[src/rtl/cpri_rx_rd_sched.sv]
// cpri_rx_rd_sched: lock-step read scheduler for per-lane CPRI RX page buffers.
// Waits for every enabled lane to hold a full page, then reads one BURST_LEN-beat
// burst from all of them together, paced by downstream ready.
// Optional feature macro: RD_SCHED_STATS_EN (BURST stall-cycle counter on o_stall_cnt).
module cpri_rx_rd_sched #(
    parameter int unsigned NUM_LANE    = 8,
    parameter int unsigned BURST_LEN   = 3168,
    parameter int unsigned GAP_CYC     = 16,
    parameter int unsigned TIMEOUT_CYC = 4096,
    parameter int unsigned CNT_W       = 16
) (
    input  logic                i_clk,
    input  logic                i_reset,
    input  logic                i_enable,
    input  logic [NUM_LANE-1:0] i_lane_mask,
    input  logic [NUM_LANE-1:0] i_lane_vld,
    input  logic                i_ds_ready,
    output logic [NUM_LANE-1:0] o_rd_en,
    output logic                o_burst_sop,
    output logic                o_burst_eop,
    output logic [CNT_W-1:0]    o_burst_cnt,
    output logic [2:0]          o_state,
    output logic                o_timeout,
    output logic [NUM_LANE-1:0] o_late_mask,
    output logic [31:0]         o_stall_cnt
);

    // Terminal values; degenerate parameter values collapse to a one-cycle phase.
    localparam int unsigned BEAT_W   = (BURST_LEN > 1) ? $clog2(BURST_LEN) : 1;
    localparam int unsigned BEAT_LST = (BURST_LEN > 1) ? BURST_LEN - 1 : 0;
    localparam int unsigned GAP_W    = (GAP_CYC > 1) ? $clog2(GAP_CYC) : 1;
    localparam int unsigned GAP_LST  = (GAP_CYC > 1) ? GAP_CYC - 1 : 0;
    localparam int unsigned TMR_W    = (TIMEOUT_CYC > 1) ? $clog2(TIMEOUT_CYC) : 1;
    localparam int unsigned TMR_LST  = (TIMEOUT_CYC > 1) ? TIMEOUT_CYC - 1 : 0;

    typedef enum logic [2:0] {
        ST_IDLE  = 3'd0,
        ST_WAIT  = 3'd1,
        ST_BURST = 3'd2,
        ST_GAP   = 3'd3,
        ST_ERR   = 3'd4
    } state_t;

    state_t              state;
    logic [BEAT_W-1:0]   beat_cnt;
    logic [GAP_W-1:0]    gap_cnt;
    logic [TMR_W-1:0]    tmr;
    logic [NUM_LANE-1:0] lane_mask_q;

    logic all_rdy;
    logic in_burst;
    logic beat_go;
    logic beat_last;

    // Ready when at least one lane is enabled and every enabled lane has a page.
    assign all_rdy   = (|i_lane_mask) & (&(i_lane_vld | ~i_lane_mask));
    assign in_burst  = (state == ST_BURST);
    assign beat_go   = in_burst & i_ds_ready;
    assign beat_last = (beat_cnt == BEAT_W'(BEAT_LST));

    // Read strobes follow downstream ready with zero latency so no beat is lost.
    assign o_rd_en     = in_burst ? (lane_mask_q & {NUM_LANE{i_ds_ready}}) : '0;
    assign o_burst_sop = beat_go & (beat_cnt == '0);
    assign o_burst_eop = beat_go & beat_last;
    assign o_state     = 3'(state);

    // Scheduler FSM with its phase counters and status registers.
    always_ff @(posedge i_clk) begin
        if (i_reset) begin
            state       <= ST_IDLE;
            beat_cnt    <= '0;
            gap_cnt     <= '0;
            tmr         <= '0;
            lane_mask_q <= '0;
            o_burst_cnt <= '0;
            o_timeout   <= 1'b0;
            o_late_mask <= '0;
        end else begin
            case (state)
                ST_IDLE: begin
                    if (i_enable) begin
                        state <= ST_WAIT;
                        tmr   <= '0;
                    end
                end
                ST_WAIT: begin
                    if (!i_enable) begin
                        state <= ST_IDLE;
                        tmr   <= '0;
                    end else if (all_rdy) begin
                        state       <= ST_BURST;
                        lane_mask_q <= i_lane_mask;
                        beat_cnt    <= '0;
                        tmr         <= '0;
                    end else if (tmr == TMR_W'(TMR_LST)) begin
                        state       <= ST_ERR;
                        o_timeout   <= 1'b1;
                        o_late_mask <= i_lane_mask & ~i_lane_vld;
                        tmr         <= '0;
                    end else begin
                        tmr <= tmr + TMR_W'(1);
                    end
                end
                ST_BURST: begin
                    // Burst always runs to completion so buffer page addressing stays aligned.
                    if (i_ds_ready) begin
                        if (beat_last) begin
                            beat_cnt    <= '0;
                            o_burst_cnt <= o_burst_cnt + CNT_W'(1);
                            gap_cnt     <= '0;
                            state       <= ST_GAP;
                        end else begin
                            beat_cnt <= beat_cnt + BEAT_W'(1);
                        end
                    end
                end
                ST_GAP: begin
                    if (gap_cnt == GAP_W'(GAP_LST)) begin
                        gap_cnt <= '0;
                        state   <= i_enable ? ST_WAIT : ST_IDLE;
                    end else begin
                        gap_cnt <= gap_cnt + GAP_W'(1);
                    end
                end
                ST_ERR: begin
                    if (!i_enable) begin
                        state       <= ST_IDLE;
                        o_timeout   <= 1'b0;
                        o_late_mask <= '0;
                    end
                end
                default: state <= ST_IDLE;
            endcase
        end
    end

`ifdef RD_SCHED_STATS_EN
    // Saturating count of BURST cycles stalled by downstream backpressure.
    always_ff @(posedge i_clk) begin
        if (i_reset) begin
            o_stall_cnt <= '0;
        end else if (in_burst && !i_ds_ready && (o_stall_cnt != 32'hFFFF_FFFF)) begin
            o_stall_cnt <= o_stall_cnt + 32'd1;
        end
    end
`else
    assign o_stall_cnt = '0;
`endif

endmodule

[config.mk]
export PLATFORM = sky130hd
export DESIGN_NAME = cpri_rx_rd_sched
export DESIGN_NICKNAME = d
export VERILOG_FILES = /design/src/rtl/cpri_rx_rd_sched.sv
export SDC_FILE = /design/constraint.sdc
export NUM_CORES = 1
export LEC_CHECK = 0
export CORE_UTILIZATION = 30
export CTS_CLUSTER_SIZE = 20
export DETAILED_ROUTE_END_ITERATION = 7
export MAX_ROUTING_LAYER = met4
export PLACE_DENSITY_LB_ADDON = 0.15
export SYNTH_ARGS = -nofsm -noshare
export SYNTH_HDL_FRONTEND = slang
export SYNTH_SLANG_ARGS = --single-unit
[constraint.sdc]
create_clock -name i_clk -period 4.95 [get_ports i_clk]
set_input_delay 0.495 -clock i_clk [delete_from_list [all_inputs] [get_ports i_clk]]
set_output_delay 0.495 -clock i_clk [all_outputs]
set_load 0.03 [all_outputs]
==> metrics <==
outcome complete, no violations; # IOs 90; iteration-0 DRC count of the detailed router 223; Worst Hold Class flip-flop to flip-flop; area added between synthesis and finish 25.4%; drt wl/cell 14.6 um; vias per std cell 5.08; post-cts repair resize count 0; reg2reg setup slack 2.60 ns; Post-DP HPWL 6280 um; max-slew violation count 0; worst skew pair latency 0.33 ns; Worst Setup Start Kind input port; DRT antenna net count 0; Yosys reg bits 64; Hold-fix buffers, CTS 0; vias in the first global route 2859; Core Area 11400 um^2; Worst-Margin Slew 0.700 ns; r2r startpoint o_state[0]$_SDFFE_PP0P_; GRT Residual Overflow 0; TritonCTS buffer count 9; reg2reg end beat_cnt[3]$_SDFFE_PP0P_; Syn Inst Count 410; min Tclk post-route 3.04 ns; Rel. slew slack 53.1%; Hold Path Stages 1; largest net degree at the start of global routing 44; global-route usage over all layers 15.8%; sequential area share after synthesis 36.4%; critical path's most frequent cell clkdlybuf4s50_1; RSZ-0062 raised after global routing no; PortBufs 57; ys flop type dfxtp_1; setup bufs post-CTS 0; Clock Sinks 64; via count 3112; Setup CP Type input port to primary output; hold path startpoint o_timeout$_SDFFE_PP0P_; CTS root buf clkbuf_16; clock buffer depth 2; Cell Chain, Critical Path clkdlybuf4s50_1 > nand4bb_1 > nand4b_4 > inv_6 > clkdlybuf4s50_1; die height 110 um; Final Hold Vio Count 0; number of diodes 0; first-pass GRT wire length 14500 um; Top Metal Used met4; die area 12200 um^2; slowest stage delay, CP 0.72 ns; Worst Path Arrival 2.54 ns; maximum VDD drop 0.168 mV; Residual DRC 0; Pre-antenna DRT Iters 4; nets@finish 490; row cnt 39; synth unique cells 55; P per Cell Area 304 nW/um^2; # setup viols final 0; wirelength, routed 8950 um; Pwr Total 1.34 mW; worst-path fanout max 12; Fmax 329 MHz; Final period util 61.3%; Leak Pwr 1.57 nW; Initial Util 30.8%; ys async rst share 0%; Hold EP o_timeout$_SDFFE_PP0P_; post-synthesis cell area 3520 um^2; max cap viols 0; CP max-delay cell clkdlybuf4s50_1; Metal-1 WL 4590 um; Final Skew 0.00401 ns; R2R cell count 6; Synth Warn # 0; Placer Congestion 0.784; setup TNS 0 ns; H-tree depth 3; layout cells sized above 1 7.02%; TritonCTS clock tree yes; wire length on met3 442 um; Post-synth EDFFs 0; CP Capture Type primary output; Syn Area/Cell 8.58 um^2; WP data required 4.45 ns; metal2 WL 3850 um; clk slew on worst S/H paths 0.06 ns; initial antenna violation count 0; die width 110 um
==> flip-flops by register name, indices dropped and copies added (netlist names) <==
| signal | flops |
|---|---|
| lane_mask_q | 8 |
| o_state | 3 |
| beat_cnt | 12 |
| o_late_mask | 8 |
| o_timeout | 1 |
| o_burst_cnt | 16 |
| gap_cnt | 4 |
| tmr | 12 |
==> cell families after synthesis <==
group                      count (synthesis)  share of synthesized area [%]
AOI/OAI and AO/OA                         96                           18.4
xor gates and xnor gates                  18                           4.48
adders and majority gates                  5                           1.78
buffers and inverters                     59                           10.1
DFF                                       64                           36.4
muxes                                      3                          0.854
other                                      1                          0.107
and+or+nand+nor                          164                           27.8
==> per-layer routing <==
metal | vias to the layer above | track usage [%]
li1 | 1561 | -
met3 | 4 | 4.12
met4 | 0 | 5.64
met1 | 1469 | 21.1
met2 | 78 | 22.9
met5 | - | -
==> metrics by stage <==
step,std cells,hold slack (ns),instance area [um^2],util (%),setup slack (ns)
finish,613,0.453,4410,38.6,1.91
detailed placement,597,0.444,4100,35.9,1.93
floorplan,441,0.440,3630,-,2.05
global placement,597,0.440,4100,35.9,1.93
global route,613,0.484,4410,38.6,1.82
CTS,613,0.460,4410,38.6,1.93
==> cells in the mapped netlist (3+ instances only) <==
cell	n	share of area, %
nor2_1	26	2.8
inv_1	9	0.96
or3_1	7	1.2
nand4_1	13	2.3
nor4_1	6	1.1
nand3_1	23	3.3
or4_1	7	1.5
and4_1	3	0.75
nor3_1	4	0.57
a211oi_1	12	2.6
xnor2_1	10	2.5
nor2b_1	8	1.4
and3_1	21	3.7
buf_4	33	7.0
clkbuf_1	10	1.1
nand2_1	27	2.9
a22o_1	8	2.0
xor2_1	8	2.0
and2_1	3	0.53
dfxtp_1	64	36
o21a_1	5	1.1
o31ai_1	8	1.7
o21ai_0	21	3.0
a31oi_1	5	0.89
nor4_4	3	1.8
buf_2	5	0.71
mux2i_1	3	0.85
a21oi_1	20	2.8
ha_1	5	1.8
==> critical path: cells and delay by family <==
family / cells / cell delay [ns]
buffers and inverters: 3 / 1.53
and+or+nand+nor: 2 / 0.50
==> report_power, final <==
group | total [mW] | internal, mW | switching (mW)
sequential | 0.535 | 0.522 | 0.0130
clock | 0.645 | 0.415 | 0.230
combinational | 0.160 | 0.0502 | 0.110
total | 1.34 | 0.987 | 0.353
==> layout make-up <==
class                           count  area [um^2]
Tap cell                          143          179
Inverter                           11         46.3
Sequential cell                    64         1280
Fill cell                        1176         7010
Multi-Input combinational cell    318         2000
Clock inverter                      5         55.1
Timing Repair Buffer               61          601
Clock buffer                       11          253
==> how the worst max path moves through the flow <==
stage,start,end,slack [ns],cells past startpoint
after floorplan,o_state[1]$_SDFFE_PP0P_,o_burst_sop,2.05,5
after global placement,i_ds_ready,o_burst_eop,1.93,5
after detailed placement,i_ds_ready,o_burst_eop,1.93,5
after CTS,i_ds_ready,o_burst_eop,1.93,5
after global routing,i_ds_ready,o_burst_eop,1.82,5
final,i_ds_ready,o_burst_eop,1.91,5
==> cell usage in the layout (no fill, tap or decap), drive strengths merged, types with 7 or more instances in the layout <==
master	Yosys	layout
inv	10	10
nor2b	8	8
or3	7	7
or4	7	7
nor4	9	9
clkdlybuf4s50	0	57
conb	1	32
and3	21	21
a21oi	20	20
o31ai	8	8
a22o	8	8
a211oi	12	12
nand4	14	14
nand2	27	27
xor2	8	8
xnor2	10	10
o21ai	21	21
nor2	26	26
dfxtp	64	64
clkbuf	10	11
nand3	23	23
Note: power is estimated with default switching activity, not from simulation.
